[src/rtl/miriscv_mem_pkg.sv]
// Shared definitions for the two-requester memory arbiter:
// FSM state encoding, requester indices and RISC-V funct3 access sizes.
package miriscv_mem_pkg;

    localparam int unsigned SIZE_W  = 3;
    localparam int unsigned STATE_W = 2;

    // Arbiter FSM states
    typedef enum logic [STATE_W-1:0] {
        ST_IDLE   = 2'd0,
        ST_ACCESS = 2'd1,
        ST_RESP   = 2'd2
    } arb_state_e;

    // Requester indices (also the value of the owner/winner bit)
    localparam logic REQ_CORE = 1'b0;
    localparam logic REQ_DMA  = 1'b1;

    // funct3 access size encodings
    localparam logic [SIZE_W-1:0] SIZE_SB  = 3'b000;
    localparam logic [SIZE_W-1:0] SIZE_SH  = 3'b001;
    localparam logic [SIZE_W-1:0] SIZE_SW  = 3'b010;
    localparam logic [SIZE_W-1:0] SIZE_LBU = 3'b100;
    localparam logic [SIZE_W-1:0] SIZE_LHU = 3'b101;

    // Index of the requester that is not idx
    function automatic logic other_req(input logic idx);
        return ~idx;
    endfunction

endpackage

[src/rtl/arb_picker.sv]
// Winner select for the core/dma arbiter.
// Build option: MEM_ARB_RR_EN -- when defined, ties are resolved round-robin
// with a one-bit pointer that moves only on a grant; when undefined, core
// always wins a tie and no pointer register exists.
// Ports:
//   clk_i, reset        clock and asynchronous active-high reset
//   core_req_i/dma_req_i raw requests
//   take_i              a grant is being issued this cycle
//   win_idx_c           combinational winner index (REQ_CORE/REQ_DMA)
//   any_req_c           combinational "some request is pending"
module arb_picker
    import miriscv_mem_pkg::*;
(
    input  logic clk_i,
    input  logic reset,
    input  logic core_req_i,
    input  logic dma_req_i,
    input  logic take_i,
    output logic win_idx_c,
    output logic any_req_c
);

    assign any_req_c = core_req_i | dma_req_i;

`ifdef MEM_ARB_RR_EN
    // ptr_q holds the index that wins the next tie
    logic ptr_q;
    logic ptr_d;

    // Winner select and pointer update
    always_comb begin
        win_idx_c = REQ_CORE;
        ptr_d     = ptr_q;
        if (core_req_i && dma_req_i) begin
            win_idx_c = ptr_q;
        end else if (dma_req_i) begin
            win_idx_c = REQ_DMA;
        end
        // The requester not granted last wins next time
        if (take_i) begin
            ptr_d = other_req(win_idx_c);
        end
    end

    // Pointer register
    always_ff @(posedge clk_i or posedge reset) begin
        if (reset) begin
            ptr_q <= REQ_CORE;
        end else begin
            ptr_q <= ptr_d;
        end
    end
`else
    // Fixed priority: core first
    always_comb begin
        win_idx_c = REQ_CORE;
        if (!core_req_i && dma_req_i) begin
            win_idx_c = REQ_DMA;
        end
    end

    // Clock, reset and take are only needed by the round-robin pointer
    logic unused_inputs;
    assign unused_inputs = clk_i ^ reset ^ take_i;
`endif

endmodule

[src/rtl/mem_arbiter.sv]
// Two-requester (core, dma) memory arbiter with a single outstanding access.
// IDLE -> ACCESS -> RESP -> IDLE; a request sampled at edge N sees gnt and
// mem_req in cycle N+1 and rvalid in cycle N+3. Arbitration reopens in the
// IDLE cycle that carries rvalid, so back-to-back accesses are 3 cycles apart.
// Build option: MEM_ARB_RR_EN (round-robin tie break, inside arb_picker).
// Ports:
//   clk_i, reset                          clock, async active-high reset
//   core_*_i / dma_*_i                    req, we, size (funct3), addr, wd
//   core_gnt_o/rvalid_o/rd_o, dma_*       per-requester grant, completion, read data
//   mem_req_o/we_o/size_o/addr_o/wd_o     memory request (valid in ACCESS only)
//   mem_rd_i                              memory read data (valid in RESP only)
//   busy_o                                high whenever not IDLE
module mem_arbiter
    import miriscv_mem_pkg::*;
#(
    parameter int unsigned ADDR_W = 32,
    parameter int unsigned DATA_W = 32
) (
    input  logic              clk_i,
    input  logic              reset,

    input  logic              core_req_i,
    input  logic              core_we_i,
    input  logic [SIZE_W-1:0] core_size_i,
    input  logic [ADDR_W-1:0] core_addr_i,
    input  logic [DATA_W-1:0] core_wd_i,
    output logic              core_gnt_o,
    output logic              core_rvalid_o,
    output logic [DATA_W-1:0] core_rd_o,

    input  logic              dma_req_i,
    input  logic              dma_we_i,
    input  logic [SIZE_W-1:0] dma_size_i,
    input  logic [ADDR_W-1:0] dma_addr_i,
    input  logic [DATA_W-1:0] dma_wd_i,
    output logic              dma_gnt_o,
    output logic              dma_rvalid_o,
    output logic [DATA_W-1:0] dma_rd_o,

    output logic              mem_req_o,
    output logic              mem_we_o,
    output logic [SIZE_W-1:0] mem_size_o,
    output logic [ADDR_W-1:0] mem_addr_o,
    output logic [DATA_W-1:0] mem_wd_o,
    input  logic [DATA_W-1:0] mem_rd_i,

    output logic              busy_o
);

    arb_state_e state_q, state_d;

    // Latched transaction
    logic              owner_q, owner_d;
    logic              we_q, we_d;
    logic [SIZE_W-1:0] size_q, size_d;
    logic [ADDR_W-1:0] addr_q, addr_d;
    logic [DATA_W-1:0] wd_q, wd_d;

    // Registered outputs
    logic              core_gnt_q, core_gnt_d;
    logic              dma_gnt_q, dma_gnt_d;
    logic              core_rvalid_q, core_rvalid_d;
    logic              dma_rvalid_q, dma_rvalid_d;
    logic [DATA_W-1:0] core_rd_q, core_rd_d;
    logic [DATA_W-1:0] dma_rd_q, dma_rd_d;
    logic              mem_req_q, mem_req_d;
    logic              mem_we_q, mem_we_d;
    logic              busy_q, busy_d;

    logic win_idx_c;
    logic any_req_c;
    logic take_c;

    // A grant is issued whenever IDLE sees any request
    assign take_c = (state_q == ST_IDLE) && any_req_c;

    arb_picker u_picker (
        .clk_i      (clk_i),
        .reset      (reset),
        .core_req_i (core_req_i),
        .dma_req_i  (dma_req_i),
        .take_i     (take_c),
        .win_idx_c  (win_idx_c),
        .any_req_c  (any_req_c)
    );

    // Next-state and next-output logic
    always_comb begin
        state_d       = state_q;
        owner_d       = owner_q;
        we_d          = we_q;
        size_d        = size_q;
        addr_d        = addr_q;
        wd_d          = wd_q;
        core_gnt_d    = 1'b0;
        dma_gnt_d     = 1'b0;
        core_rvalid_d = 1'b0;
        dma_rvalid_d  = 1'b0;
        core_rd_d     = core_rd_q;
        dma_rd_d      = dma_rd_q;
        mem_req_d     = 1'b0;
        mem_we_d      = 1'b0;

        case (state_q)
            ST_IDLE: begin
                if (take_c) begin
                    state_d = ST_ACCESS;
                    owner_d = win_idx_c;
                    if (win_idx_c == REQ_DMA) begin
                        we_d   = dma_we_i;
                        size_d = dma_size_i;
                        addr_d = dma_addr_i;
                        wd_d   = dma_wd_i;
                    end else begin
                        we_d   = core_we_i;
                        size_d = core_size_i;
                        addr_d = core_addr_i;
                        wd_d   = core_wd_i;
                    end
                    // Grant and memory strobes are registered, so they are
                    // set here to appear during ACCESS
                    mem_req_d  = 1'b1;
                    mem_we_d   = we_d;
                    core_gnt_d = (win_idx_c == REQ_CORE);
                    dma_gnt_d  = (win_idx_c == REQ_DMA);
                end
            end
            ST_ACCESS: begin
                state_d = ST_RESP;
            end
            ST_RESP: begin
                state_d = ST_IDLE;
                // Writes complete with rvalid but keep rd_o unchanged
                if (owner_q == REQ_DMA) begin
                    dma_rvalid_d = 1'b1;
                    if (!we_q) begin
                        dma_rd_d = mem_rd_i;
                    end
                end else begin
                    core_rvalid_d = 1'b1;
                    if (!we_q) begin
                        core_rd_d = mem_rd_i;
                    end
                end
            end
            default: begin
                state_d = ST_IDLE;
            end
        endcase

        busy_d = (state_d != ST_IDLE);
    end

    // State and output registers
    always_ff @(posedge clk_i or posedge reset) begin
        if (reset) begin
            state_q       <= ST_IDLE;
            owner_q       <= REQ_CORE;
            we_q          <= 1'b0;
            size_q        <= '0;
            addr_q        <= '0;
            wd_q          <= '0;
            core_gnt_q    <= 1'b0;
            dma_gnt_q     <= 1'b0;
            core_rvalid_q <= 1'b0;
            dma_rvalid_q  <= 1'b0;
            core_rd_q     <= '0;
            dma_rd_q      <= '0;
            mem_req_q     <= 1'b0;
            mem_we_q      <= 1'b0;
            busy_q        <= 1'b0;
        end else begin
            state_q       <= state_d;
            owner_q       <= owner_d;
            we_q          <= we_d;
            size_q        <= size_d;
            addr_q        <= addr_d;
            wd_q          <= wd_d;
            core_gnt_q    <= core_gnt_d;
            dma_gnt_q     <= dma_gnt_d;
            core_rvalid_q <= core_rvalid_d;
            dma_rvalid_q  <= dma_rvalid_d;
            core_rd_q     <= core_rd_d;
            dma_rd_q      <= dma_rd_d;
            mem_req_q     <= mem_req_d;
            mem_we_q      <= mem_we_d;
            busy_q        <= busy_d;
        end
    end

    assign core_gnt_o    = core_gnt_q;
    assign dma_gnt_o     = dma_gnt_q;
    assign core_rvalid_o = core_rvalid_q;
    assign dma_rvalid_o  = dma_rvalid_q;
    assign core_rd_o     = core_rd_q;
    assign dma_rd_o      = dma_rd_q;
    assign mem_req_o     = mem_req_q;
    assign mem_we_o      = mem_we_q;
    assign mem_size_o    = size_q;
    assign mem_addr_o    = addr_q;
    assign mem_wd_o      = wd_q;
    assign busy_o        = busy_q;

endmodule

[config.mk]
export PLATFORM = sky130hd
export DESIGN_NAME = mem_arbiter
export DESIGN_NICKNAME = d
export VERILOG_FILES = /design/src/rtl/miriscv_mem_pkg.sv /design/src/rtl/arb_picker.sv /design/src/rtl/mem_arbiter.sv
export SDC_FILE = /design/constraint.sdc
export NUM_CORES = 1
export LEC_CHECK = 0
export CAP_MARGIN = 30
export CORE_UTILIZATION = 40
export CTS_BUF_LIST = sky130_fd_sc_hd__clkbuf_4
export CTS_CLUSTER_SIZE = 30
export DETAILED_ROUTE_END_ITERATION = 16
export DONT_BUFFER_PORTS = 1
export GPL_TIMING_DRIVEN = 0
export PLACE_DENSITY = 0.51
export RECOVER_POWER = 100
export SYNTH_ARGS = -nofsm -noshare
export SYNTH_HDL_FRONTEND = slang
export SYNTH_SLANG_ARGS = --single-unit
[constraint.sdc]
create_clock -name clk_i -period 5.6 [get_ports clk_i]
set_input_delay 0.84 -clock clk_i [delete_from_list [all_inputs] [get_ports clk_i]]
set_output_delay 0.84 -clock clk_i [all_outputs]
set_load 0.1 [all_outputs]
; ---- Word-level counts from Yosys, hierarchy flattened
; Cells that the tools add are included.
[word_totals]
in_bits = 172
output_inout_bits = 138
reg_bits = 142
word_cells = 48
[op_classes]
bitwise_logic = 4
muxes = 19
n_reduce_logical = 8
n_eq_ne = 2
[ops]
columns = operator, count
row1 = $mux W32, 2
row2 = $mux W1, 14
row3 = $reduce_and A3 Y1, 2
row4 = $pmux W2 S2, 1
row5 = $mux W3, 1
row6 = $not A1 Y1, 3
row7 = $eq A2 B1 Y1 const B, 1
row8 = $eq A2 B2 Y1 const B, 1
row9 = $logic_and A1 B1 Y1, 2
row10 = $logic_not A2 Y1, 1
row11 = $mux W2, 1
row12 = $reduce_and A2 Y1, 1
row13 = $reduce_bool A2 Y1, 1
row14 = $logic_not A1 Y1, 1
row15 = $or A1 B1 Y1, 1

; ---- Depth between registers and ports, before layout
[logic_depth]
word_depth = 6
depth_mapped = 4
mapped_depth_nobuf = 3

; ---- Cells and area by module
; A second synthesis with hierarchy kept.
[unflattened]
cells_unflattened = 383
area_unflattened_um2 = 6438.7
[by_module_without_submodules]
columns = module, cells_each, area_per_inst_um2, instances, seq_area_each_um2
row1 = mem_arbiter, 381, 6426.2, 1, 3553.4
row2 = arb_picker, 2, 12.5, 1, 0.0

; ---- Least setup slack after synthesis
; Ideal clock, no wire load.
[synth_timing]
path_kind = register to output
start = reg addr_q[0], in the netlist mem_addr_o[0]
end = out mem_addr_o[0]
path_stages_with_launch = 1
required_time_ps = 4760
setup_slack_ps = 3863
arrival_time_ps = 897
path_cell_list = dfrtp_1
[synth_lines]
columns = element, line
row1 = "start, declared", mem_arbiter.sv:56  ; logic [ADDR_W-1:0] addr_q, addr_d;
row2 = "start signal, assigned", mem_arbiter.sv:177  ; addr_q <= addr_d;
row3 = "end, declared", mem_arbiter.sv:43  ; output logic [ADDR_W-1:0] mem_addr_o,
; No word-level cell between the ends.

==> flow_metrics.tcl <==
set metrics [dict create \
    cts_root_buffer "clkbuf_4" \
    dp_hpwl_mm 9.86 \
    critPathLaunchType "input port" \
    vias_per_cell 5.38 \
    dieWidth_um 121 \
    path_clk_slew_ns 0.13 \
    rsz0062_at_grt "false" \
    syn_inst 452 \
    crit_chain "clkinvlp_2" \
    end_kind "asynchronous set/reset pin" \
    setup_viol 0 \
    area_growth_pct 8.65 \
    drive_gt1_share_pct 19.4 \
    fillCellCount 1292 \
    finalNetCount 645 \
    crit_required_ns 5.63 \
    routabilityCongestion 0.730 \
    drc 0 \
    die_y_um 121 \
    avgRoutedWirePerCell_um 20.1 \
    post_cts_buffers 0 \
    antenna_found_initial 1 \
    wirelength_mm 13.4 \
    cts_hold_repair.buffers 0 \
    rows 43 \
    syn_area_um2 5660 \
    clk_latency_ns 0.53 \
    min_path_type "input port to flop" \
    cts_tree "done" \
    ys_seq_area_share_pct 62.8 \
    die-area_um2 14600 \
    portBuffers 0 \
    cts_sinks 142 \
    hold_violations 0 \
    synth.distinct_cells 20 \
    pin_count 310 \
    critPathTopFamily "buffers and inverters" \
    drt-pass1-iter-count 5 \
    timing.final.max_slew_violations 90 \
    outcome "finished with violations" \
    core-area_um2 13800 \
    ctsResizeCount 0 \
    instances_no_fill 666 \
    max_slew_margin_pct -145 \
    drtIter0Drc 149 \
    cts_buffer_depth 2 \
    synth_area_per_cell_um2 12.5 \
    arrival_ns 2.92 \
    ys_ff_latch 142 \
    crit_type "input port to asynchronous set/reset pin" \
    slowest_delay_ns 2.03 \
    vias 3585 \
    max_freq_mhz 346 \
    place_inst 634 \
    yosys_warnings 0 \
    whs_ns 0.441 \
    period_minus_slack_ns 2.89 \
    fin_crit_sh_pct 51.7 \
    slowest_stage "clkinvlp_2" \
    grt_pass1_wl_mm 20.1 \
    cp_max_fo 82 \
    cts_buffers 17 \
    grt_overflow 0 \
    grt_pass1_vias 3588 \
    postRouteAntennaNets 0 \
    cap_violations 2 \
    track_usage_pct 18.7 \
    fin_skew_ns 0.0173 \
    syn_nets 624 \
    path_buf_inv 1 \
    grt_max_degree 83 \
    htreeDepth 4 \
    violations "max-capacitance violations, max-slew violations" \
    worst_pin_slew_ns 3.66 \
    start_util_pct 40.9 \
]
[final cells by class]
cell class	count	area, um2	share of cell area, %
clock buffer	20	150	2.44
multi-input combinational	213	1650	26.8
clock inverter	11	166	2.71
antenna	1	2.50	0.0407
sequential	142	3550	57.8
tap	180	225	3.67
inverter	70	264	4.30
timing repair buffer	2	31.3	0.509
buffer	27	103	1.67
[placed cells by master (no fill, tap or decap), drive strengths merged]
| cell type | Yosys | final |
|---|---|---|
| a22o | 1 | 1 |
| a22oi | 67 | 67 |
| buf | 14 | 2 |
| bufinv | 0 | 4 |
| clkbuf | 13 | 47 |
| clkinv | 0 | 4 |
| clkinvlp | 0 | 3 |
| dfrtp | 142 | 142 |
| diode | 0 | 1 |
| inv | 70 | 70 |
| mux2 | 64 | 64 |
| nand2b | 1 | 1 |
| nor2 | 3 | 3 |
| nor2b | 1 | 1 |
| nor3 | 4 | 4 |
| nor3b | 1 | 1 |
| nor4b | 1 | 1 |
| o21ai | 67 | 67 |
| o21bai | 2 | 2 |
| or2 | 1 | 1 |
[cells by family after synthesis]
kind of cell           count (synthesis)  share of synthesized area, %
AOI/OAI and AO/OA                    137                          15.2
buffers and inverters                 97                          7.21
DFF                                  142                          62.8
muxes                                 64                          12.7
and+or+nand+nor                       12                          1.97
[Yosys cell counts]
master    instances  share of area [%]
buf_4             3               0.40
a22o_1            1               0.15
o21ai_0          67                5.9
mux2_1            4               0.80
o21bai_1          2               0.27
nor2_1            3               0.20
nor3_1            2               0.18
buf_6             3               0.60
buf_2             8               0.71
clkbuf_1         13               0.86
inv_1            70                4.6
dfrtp_1         142                 63
nand2b_2          1               0.15
mux2_2           60                 12
nor4b_4           1               0.42
a22oi_1          67                8.9
nor3_4            2               0.58
nor3b_2           1               0.22
nor2b_1           1               0.11
or2_2             1               0.11
[worst paths after layout]
| path | slack, ns | depth (start not counted) | start | end |
|---|---|---|---|---|
| worst max-delay path | 2.71 | 1 | reset | mem_addr_o[21] |
| worst min register to register | 0.48 | 1 | owner_q | core_rvalid_o |
| worst min-delay path | 0.44 | 2 | core_wd_i[26] | mem_wd_o[26] |
| worst max register to register | 2.73 | 4 | state_q[0] | mem_addr_o[23] |
| min in group asynchronous | 1.27 | 1 | reset | mem_wd_o[13] |
| max in group clk_i | 2.73 | 4 | state_q[0] | mem_addr_o[23] |
[through the flow]
step | instance area, um2 | setup WS (ns) | utilization, % | TNS [ns]
finish | 6140 | 2.71 | 44.4 | 0
global placement | 5880 | -0.488 | 42.5 | -68.02
CTS | 6230 | 3.16 | 45.1 | 0
floorplan | 5660 | 0.950 | - | 0
global route | 6140 | 2.18 | 44.4 | 0
detailed placement | 5920 | 3.16 | 42.8 | 0
[sequential cells by signal, summed over array words and instances (netlist names)]
| signal | count |
|---|---|
| dma_gnt_o | 1 |
| mem_wd_o | 32 |
| core_rd_o | 32 |
| we_q | 1 |
| mem_size_o | 3 |
| state_q | 2 |
| core_rvalid_o | 1 |
| core_gnt_o | 1 |
| dma_rd_o | 32 |
| mem_we_o | 1 |
| busy_o | 1 |
| owner_q | 1 |
| mem_addr_o | 32 |
| dma_rvalid_o | 1 |
| mem_req_o | 1 |
[layer usage]
metal  wire [um]  vias up  global-route usage, %
li1            -     1603                      -
met1        4900     1771                   21.2
met2        6790      194                   30.5
met3        1460       17                   8.13
met4         223        0                   8.18
met5           0        -                      0
Power is left out: the tool's default activity adds up to more than one toggle a clock period on the data nets, which glitch-free logic cannot reach.
